### src/rtl/flame_scheduler.sv
// rtl/flame_scheduler.sv - bomb/flame slot scheduler; define REMOTE_DETONATE_EN to add det1/det2
module flame_scheduler #(
    parameter int NSLOTS         = 4,
    parameter int FUSE_FRAMES    = 120,
    parameter int STEP_FRAMES    = 6,
    parameter int LAST_SPRITE    = 7,
    parameter int MAX_PER_PLAYER = 2
) (
    input  logic                 clk,
    input  logic                 reset_n,
    input  logic                 frame_tick,
    input  logic                 req1,
    input  logic                 req2,
    input  logic [10:0]          req1_x,
    input  logic [10:0]          req1_y,
    input  logic [10:0]          req2_x,
    input  logic [10:0]          req2_y,
`ifdef REMOTE_DETONATE_EN
    input  logic                 det1,
    input  logic                 det2,
`endif
    output logic                 ack1,
    output logic                 ack2,
    output logic [NSLOTS-1:0]    slot_active,
    output logic [NSLOTS-1:0]    slot_blast,
    output logic [11*NSLOTS-1:0] slot_x,
    output logic [11*NSLOTS-1:0] slot_y,
    output logic [4*NSLOTS-1:0]  slot_sprite,
    output logic                 blast_start
);

    localparam int FW = $clog2(FUSE_FRAMES + 1);
    localparam int SW = $clog2(STEP_FRAMES + 1);
    localparam int IW = (NSLOTS > 1) ? $clog2(NSLOTS) : 1;

    typedef enum logic [1:0] {S_IDLE, S_FUSE, S_BLAST} slot_state_t;

    slot_state_t   state_q  [NSLOTS];
    slot_state_t   state_d  [NSLOTS];
    logic [FW-1:0] fuse_q   [NSLOTS];
    logic [FW-1:0] fuse_d   [NSLOTS];
    logic [SW-1:0] step_q   [NSLOTS];
    logic [SW-1:0] step_d   [NSLOTS];
    logic [3:0]    sprite_q [NSLOTS];
    logic [3:0]    sprite_d [NSLOTS];
    logic [10:0]   x_q      [NSLOTS];
    logic [10:0]   x_d      [NSLOTS];
    logic [10:0]   y_q      [NSLOTS];
    logic [10:0]   y_d      [NSLOTS];
    logic          owner_q  [NSLOTS];   // 0 = player 1, 1 = player 2
    logic          owner_d  [NSLOTS];

    logic rr_q, rr_d;                   // 0 = player 1 wins contention
    logic ack1_q, ack1_d;
    logic ack2_q, ack2_d;
    logic blast_start_q, blast_start_d;

    logic          det1_w, det2_w;
    logic          free_found;
    logic [IW-1:0] free_idx;
    int            cnt1, cnt2;
    logic          elig1, elig2, grant1, grant2;
    logic [10:0]   grant_x, grant_y;

`ifdef REMOTE_DETONATE_EN
    assign det1_w = det1;
    assign det2_w = det2;
`else
    assign det1_w = 1'b0;
    assign det2_w = 1'b0;
`endif

    // State register for all slots, the round-robin pointer and the pulse outputs
    always_ff @(posedge clk) begin
        if (!reset_n) begin
            for (int i = 0; i < NSLOTS; i++) begin
                state_q[i]  <= S_IDLE;
                fuse_q[i]   <= '0;
                step_q[i]   <= '0;
                sprite_q[i] <= '0;
                x_q[i]      <= '0;
                y_q[i]      <= '0;
                owner_q[i]  <= 1'b0;
            end
            rr_q          <= 1'b0;
            ack1_q        <= 1'b0;
            ack2_q        <= 1'b0;
            blast_start_q <= 1'b0;
        end else begin
            for (int i = 0; i < NSLOTS; i++) begin
                state_q[i]  <= state_d[i];
                fuse_q[i]   <= fuse_d[i];
                step_q[i]   <= step_d[i];
                sprite_q[i] <= sprite_d[i];
                x_q[i]      <= x_d[i];
                y_q[i]      <= y_d[i];
                owner_q[i]  <= owner_d[i];
            end
            rr_q          <= rr_d;
            ack1_q        <= ack1_d;
            ack2_q        <= ack2_d;
            blast_start_q <= blast_start_d;
        end
    end

    // Allocation arbitration plus per-slot FUSE/BLAST countdown and animation
    always_comb begin
        for (int i = 0; i < NSLOTS; i++) begin
            state_d[i]  = state_q[i];
            fuse_d[i]   = fuse_q[i];
            step_d[i]   = step_q[i];
            sprite_d[i] = sprite_q[i];
            x_d[i]      = x_q[i];
            y_d[i]      = y_q[i];
            owner_d[i]  = owner_q[i];
        end
        blast_start_d = 1'b0;
        free_found    = 1'b0;
        free_idx      = '0;
        cnt1          = 0;
        cnt2          = 0;

        // Eligibility uses pre-edge state, so a slot freed this edge is not reusable yet
        for (int i = NSLOTS - 1; i >= 0; i--) begin
            if (state_q[i] == S_IDLE) begin
                free_found = 1'b1;
                free_idx   = IW'(i);
            end
        end
        for (int i = 0; i < NSLOTS; i++) begin
            if (state_q[i] != S_IDLE) begin
                if (owner_q[i]) cnt2 = cnt2 + 1;
                else            cnt1 = cnt1 + 1;
            end
        end

        // The ack cycle itself is ignored so a held request cannot be granted twice
        elig1   = req1 && !ack1_q && free_found && (cnt1 < MAX_PER_PLAYER);
        elig2   = req2 && !ack2_q && free_found && (cnt2 < MAX_PER_PLAYER);
        grant1  = elig1 && (!elig2 || !rr_q);
        grant2  = elig2 && (!elig1 || rr_q);
        grant_x = grant2 ? req2_x : req1_x;
        grant_y = grant2 ? req2_y : req1_y;
        ack1_d  = grant1;
        ack2_d  = grant2;
        rr_d    = grant1 ? 1'b1 : (grant2 ? 1'b0 : rr_q);

        for (int i = 0; i < NSLOTS; i++) begin
            case (state_q[i])
                S_FUSE: begin
                    if ((owner_q[i] ? det2_w : det1_w) || (frame_tick && fuse_q[i] == FW'(1))) begin
                        state_d[i]    = S_BLAST;
                        fuse_d[i]     = '0;
                        step_d[i]     = SW'(STEP_FRAMES);
                        sprite_d[i]   = '0;
                        blast_start_d = 1'b1;
                    end else if (frame_tick) begin
                        fuse_d[i] = fuse_q[i] - 1'b1;
                    end
                end
                S_BLAST: begin
                    if (frame_tick) begin
                        if (step_q[i] != SW'(1)) begin
                            step_d[i] = step_q[i] - 1'b1;
                        end else if (sprite_q[i] != 4'(LAST_SPRITE)) begin
                            sprite_d[i] = sprite_q[i] + 1'b1;
                            step_d[i]   = SW'(STEP_FRAMES);
                        end else begin
                            state_d[i]  = S_IDLE;
                            step_d[i]   = '0;
                            sprite_d[i] = '0;
                            x_d[i]      = '0;
                            y_d[i]      = '0;
                            owner_d[i]  = 1'b0;
                        end
                    end
                end
                default: begin
                    if ((grant1 || grant2) && free_idx == IW'(i)) begin
                        state_d[i] = S_FUSE;
                        fuse_d[i]  = FW'(FUSE_FRAMES);
                        x_d[i]     = grant_x;
                        y_d[i]     = grant_y;
                        owner_d[i] = grant2;
                    end
                end
            endcase
        end
    end

    assign ack1        = ack1_q;
    assign ack2        = ack2_q;
    assign blast_start = blast_start_q;

    for (genvar g = 0; g < NSLOTS; g++) begin : g_out
        assign slot_active[g]          = (state_q[g] != S_IDLE);
        assign slot_blast[g]           = (state_q[g] == S_BLAST);
        assign slot_x[11*g +: 11]      = x_q[g];
        assign slot_y[11*g +: 11]      = y_q[g];
        assign slot_sprite[4*g +: 4]   = sprite_q[g];
    end

endmodule

### config.mk
export PLATFORM = sky130hd
export DESIGN_NAME = flame_scheduler
export DESIGN_NICKNAME = d
export VERILOG_FILES = /design/src/rtl/flame_scheduler.sv
export SDC_FILE = /design/constraint.sdc
export NUM_CORES = 1
export LEC_CHECK = 0
export CAP_MARGIN = 40
export CORE_ASPECT_RATIO = 0.9
export CORE_MARGIN = 2
export CORE_UTILIZATION = 51
export CTS_CLUSTER_DIAMETER = 80
export DETAILED_ROUTE_END_ITERATION = 10
export PLACE_DENSITY_LB_ADDON = 0.1
export SYNTH_ARGS = -nofsm -noshare
export SYNTH_HDL_FRONTEND = slang
export SYNTH_SLANG_ARGS = --single-unit
export TNS_END_PERCENT = 30
### constraint.sdc
create_clock -name clk -period 4.81 [get_ports clk]
set_input_delay 0.7215 -clock clk [delete_from_list [all_inputs] [get_ports clk]]
set_output_delay 0.7215 -clock clk [all_outputs]
set_load 0.05 [all_outputs]
Yosys cells after proc, flatten, opt, wreduce, memory -nomap -nowiden

Memory sizes are Yosys's and may differ from the RTL's.
Cells that the tools add are included.

Register bits: 4
Memory bits (writable): 156
Input port bits: 49
Output and inout port bits: 115
Logic and storage cells: 322
Memories kept: 7

Memory list:

| memory      | depth | bits a word | rd ports | clocked after Yosys merged registers in | write ports | line | text |
|---|---|---|---|---|---|---|---|
| x_q         | 4     | 11          | 4        | 0                                       | 4           | 46   | `logic [10:0] x_q [NSLOTS];` |
| y_q         | 4     | 11          | 4        | 0                                       | 4           | 48   | `logic [10:0] y_q [NSLOTS];` |
| fuse_q      | 4     | 7           | 4        | 0                                       | 4           | 40   | `logic [FW-1:0] fuse_q [NSLOTS];` |
| sprite_q    | 4     | 4           | 4        | 0                                       | 4           | 44   | `logic [3:0] sprite_q [NSLOTS];` |
| step_q      | 4     | 3           | 4        | 0                                       | 4           | 42   | `logic [SW-1:0] step_q [NSLOTS];` |
| state_q     | 4     | 2           | 4        | 0                                       | 4           | 38   | `slot_state_t state_q [NSLOTS];` |
| +1 memories | n/a   | n/a         | n/a      | n/a                                     | n/a         | n/a  |  |

Add/sub/neg operators: 18
Order comparisons: 2
Eq/ne operators: 23
Multiplexer cells: 206
Bitwise operators: 28
Reductions and logical operators: 34

Operators by type and width:

| kind                  | count |
|---|---|
| $mux 11               | 42 |
| $mux 32               | 12 |
| $add 32x2->32 const B | 6 |
| $pmux 11 s2           | 8 |
| $mux 7                | 16 |
| $mux 4                | 20 |
| $lt 32x3->1 const B   | 2 |
| $mux 3                | 20 |
| $mux 2                | 28 |
| $pmux 7 s2            | 4 |
| $mux 1                | 40 |
| $pmux 4 s2            | 4 |
| $eq 7x1->1 const B    | 4 |
| $or 1x1->1            | 28 |
| $sub 7x1->7 const B   | 4 |
| $pmux 3 s2            | 4 |
| $add 4x1->4 const B   | 4 |
| $logic_and 1x1->1     | 16 |
| $ne 4x3->1 const B    | 4 |
| $pmux 2 s2            | 4 |
| $eq 2x2->1 const B    | 6 |
| $ne 3x1->1 const B    | 4 |
| $sub 3x1->3 const B   | 4 |
| $eq 2x1->1 const B    | 5 |
| 5 further kinds       | 22 |

Longest topological paths before layout

An unclocked memory read counts as a cell.

Depth in word-level cells: 22
Mapped depth: 18
Depth with buffers taken out: 16

Worst setup path before layout

Ideal clock, no wire load.

Path type: reg-to-reg
Start: mem state_q[0][1] (netlist name)
End: mem y_q[3][6]
Library setup time: 0.134 ns
Arrival: 4.093 ns
Data required time: 4.676 ns
Path slack: 0.584 ns
Stages on the path, launching flop included: 18
Buffers on the path: 2
Period minus slack after synthesis: 4.226 ns
Cell sequence: dfxtp_1 inv_1 ha_1 nor2_1 ha_1 mux2_2 ha_1 nor3b_1 a21o_1 ha_1 nor3b_1 nor4bb_1 o221ai_2 o21ai_0 buf_2 buf_2 mux2i_1 o22ai_1

RTL lines:

| what               | line |
|---|---|
| start: declaration | 38 |
| end: declaration   | 48 |

==> results.json <==
{
  "rsz0062_at_grt": "false",
  "syn-cell-area_um2": 7610,
  "cts.clk_slew.worst_paths_ns": 0.07,
  "finalMaxSlewViolations": 0,
  "clockBufferDepth": 2,
  "yosysSeqAreaShare": 0.4249,
  "stdcell_area_um2": 10060,
  "synth_top_area_frac": 0.4130,
  "grtUsageMet1": 0.3426,
  "fin_util": 0.6859,
  "worst_setup_path_end_kind": "register",
  "hold_viol_final": 0,
  "cp_top_family": "compound AO/OA/AOI/OAI gates",
  "cts_hold_buf": 0,
  "first_global_vias": 6675,
  "ys_types": 69,
  "gp_congestion": 0.8614,
  "synth_ff_type": "dfxtp_1",
  "reg2regPathDepth": 16,
  "hold_end": "y_q[1][8]",
  "routed_wl_mm": 20.97,
  "power_uw": 5390,
  "synthArstFlopShare": 0,
  "ff_latch_area_um2": 3233,
  "drive_gt1_frac": 0.07256,
  "powerDensity_nw_per_um2": 536.0,
  "tightest_slew_ns": 0.7979,
  "final_net_count": 1081,
  "fp.dieW_um": 132.8,
  "yosysWarnings": 0,
  "crit-reg2reg-launch": "state_q[0][1]",
  "hold_class": "reg -> reg",
  "crit_path_max_fanout": 22,
  "cp_slowest_cell": "a2111oi_4",
  "r2r_slack_ns": 0.35,
  "die_h_um": 119.9,
  "setup-violations-final": 0,
  "critPathKind": "reg -> reg",
  "synth_edf_count": 3,
  "path_common_cell": "ha_1",
  "cpPeakStageDelay_ns": 0.45,
  "wl_per_cell_um": 17.42,
  "fin_setup_tns_ns": 0,
  "max-slew-margin-rel": 0.4681,
  "finalClockSkew_ns": 0.01291,
  "grt_usage": 0.2674,
  "io_pins": 164,
  "cts_tree": "yes",
  "grt_use_met3": 0.1035,
  "first_pass_iters": 4,
  "vias": 6923,
  "rows": 42,
  "syn_area_per_cell_um2": 9.049,
  "synth-seq-cells": 160,
  "grt_max_degree": 45,
  "diodes": 0,
  "antenna_found_initial": 0,
  "vdd_drop_max_uv": 448.2,
  "start_util": 0.5190,
  "min_period_ns": 4.457,
  "arrival_ns": 4.81,
  "cap_viol_max_count": 0,
  "coreArea_um2": 14660,
  "rr_endpoint": "y_q[1][6]",
  "cts_resized": 0,
  "synth.top_cells.by_area": "dfxtp_1 41%, o2bb2ai_1 7.6%, ha_1 6.4%",
  "via_per_inst": 5.750,
  "hold_depth": 1,
  "crit_buf_inv": 2,
  "synthCells": 841,
  "cts-htree-levels": 4,
  "synth_top_cell_by_area": "dfxtp_1",
  "clock_latency_ns": 0.43,
  "max_clock_freq_ghz": 0.2244,
  "synthToLayoutAreaGrowth_pct": 32.14,
  "path_cells": "inv_1 > ha_1 > nor2_1 > ha_1 > mux2_2 > ha_1 > nor3b_2 > a21o_1 > ha_1 > nor3b_1 > nor4bb_1 > o221ai_2 > a2111oi_4 > buf_4 > nand2_4 > o2bb2ai_1",
  "cp_data_required_time_ns": 5.17,
  "start_kind": "register",
  "worstHoldStart": "y_q[1][8]",
  "clockRootBuffer": "clkbuf_16",
  "cts_buffers": 17,
  "portBuffers": 163,
  "clock_sinks": 160,
  "outcome": "complete, no violations",
  "drtIter0Drc": 435,
  "dpl.hpwl_mm": 14.29,
  "grt_overflow": 0,
  "postCtsSetupBuffers": 0,
  "grt_pass1_wl_mm": 34.07,
  "post-route-period-util": 0.9266,
  "placed_area_um2": 9459,
  "multi_input_area_um2": 4059,
  "syn-num-nets": 929,
  "final.fill_count": 1148,
  "hold-worst-slack_ns": 0.4658,
  "ant_nets": 0,
  "power.leakage_uw": 0.003810,
  "gr-max-usage-layer": "met2",
  "die_area_um2": 15920,
  "drc_errors": 0,
  "met2_usage": 0.4255
}
## sequential cells by signal (all words and copies together) (netlist names)
name         count
x_q             44
y_q             44
fuse_q          28
sprite_q        16
step_q          12
state_q          8
owner_q          4
ack1             1
ack2             1
blast_start      1
rr_q             1
## power by group
part           switching [uW]  internal, uW  total, uW
clock network             627           705       1330
logic                    1460           808       2270
registers                 199          1590       1790
total                    2280          3100       5390
## logic make-up after synthesis
group / Yosys count / share of synthesized area
xor gates and xnor gates: 3 / 0.003453
DFF: 160 / 0.4249
adders and majority gates: 39 / 0.06412
buffers and inverters: 87 / 0.04521
and+or+nand+nor: 282 / 0.1916
AOI/OAI and AO/OA: 232 / 0.2202
muxes: 38 / 0.05064
## stage by stage
stage / cells / worst slack [ns]
global placement: 1170 / 0.3124
detailed placement: 1172 / 0.08813
finish: 1204 / 0.3529
CTS: 1204 / 0.08807
floorplan: 841 / 0.5835
global route: 1204 / 0.07772
## worst max-delay path by stage
stage,depth (start not counted),slack [ns],start,endpoint
after global placement,16,0.31,state_q[0][1],y_q[1][8]
after global routing,16,0.08,state_q[0][0],x_q[3][2]
after floorplan,17,0.58,state_q[0][1],y_q[3][6]
after CTS,16,0.09,state_q[0][1],y_q[1][6]
after detailed placement,16,0.09,state_q[0][1],y_q[1][6]
final,16,0.35,state_q[0][1],y_q[1][6]
## metal layers
layer  up-vias  routed length (um)
met5         -                   0
met4         0                 240
met3        23                1772
met2       211                9495
met1      3281                9461
li1       3408                   -
## worst reg2reg max path, stage by stage, from the launching register on
cell and delay, ns:
dfxtp_1 0.38, inv_1 0.08, ha_1 0.25, nor2_1 0.17, ha_1 0.25, mux2_2 0.32
ha_1 0.30, nor3b_2 0.18, a21o_1 0.17, ha_1 0.27, nor3b_1 0.13, nor4bb_1 0.42
o221ai_2 0.33, a2111oi_4 0.45, buf_4 0.24, nand2_4 0.20, o2bb2ai_1 0.24
## layout make-up
cell class,count,area share
repair buffers,182,0.1777
clock inverters,14,0.01468
flip-flops and latches,160,0.3215
well taps,198,0.02464
inverters,38,0.01418
multi-input cells,594,0.4036
clock buffers,18,0.04367
## synthesized netlist by cell type (all sizes together) (4+ instances only)
cell type,number
a21oi,60
o2bb2ai,66
a311oi,4
nand2,75
nor2b,8
o31ai,5
mux2,4
a21o,5
nand2b,10
and2,5
nor4,8
o21a,8
ha,39
nand4,4
a31oi,5
clkbuf,33
nand3b,8
dfxtp,157
or4,8
or3,15
o22ai,23
nor2,54
buf,16
inv,37
mux2i,34
o21ai,24
nor3,33
or2,4
nor3b,7
nand3,22
nand4b,5
a211oi,6
## placed cells by master (no fill, tap or decap), types with 10 or more instances in the layout
cell type        netlist  layout
a21oi_1               60      60
clkdlybuf4s50_1        0     162
nand2b_1              10      10
dfxtp_1              157     157
o2bb2ai_1             66      66
nor2_1                54      52
or3_1                 15      15
buf_4                  1      16
nand2_1               74      74
ha_1                  39      39
nor3_1                33      33
nand3_1               22      22
mux2i_1               34      34
clkbuf_16              0      17
o21ai_0               22      21
o22ai_1               23      23
inv_1                 36      36
No activity file was read; power rests on OpenSTA's default activity.
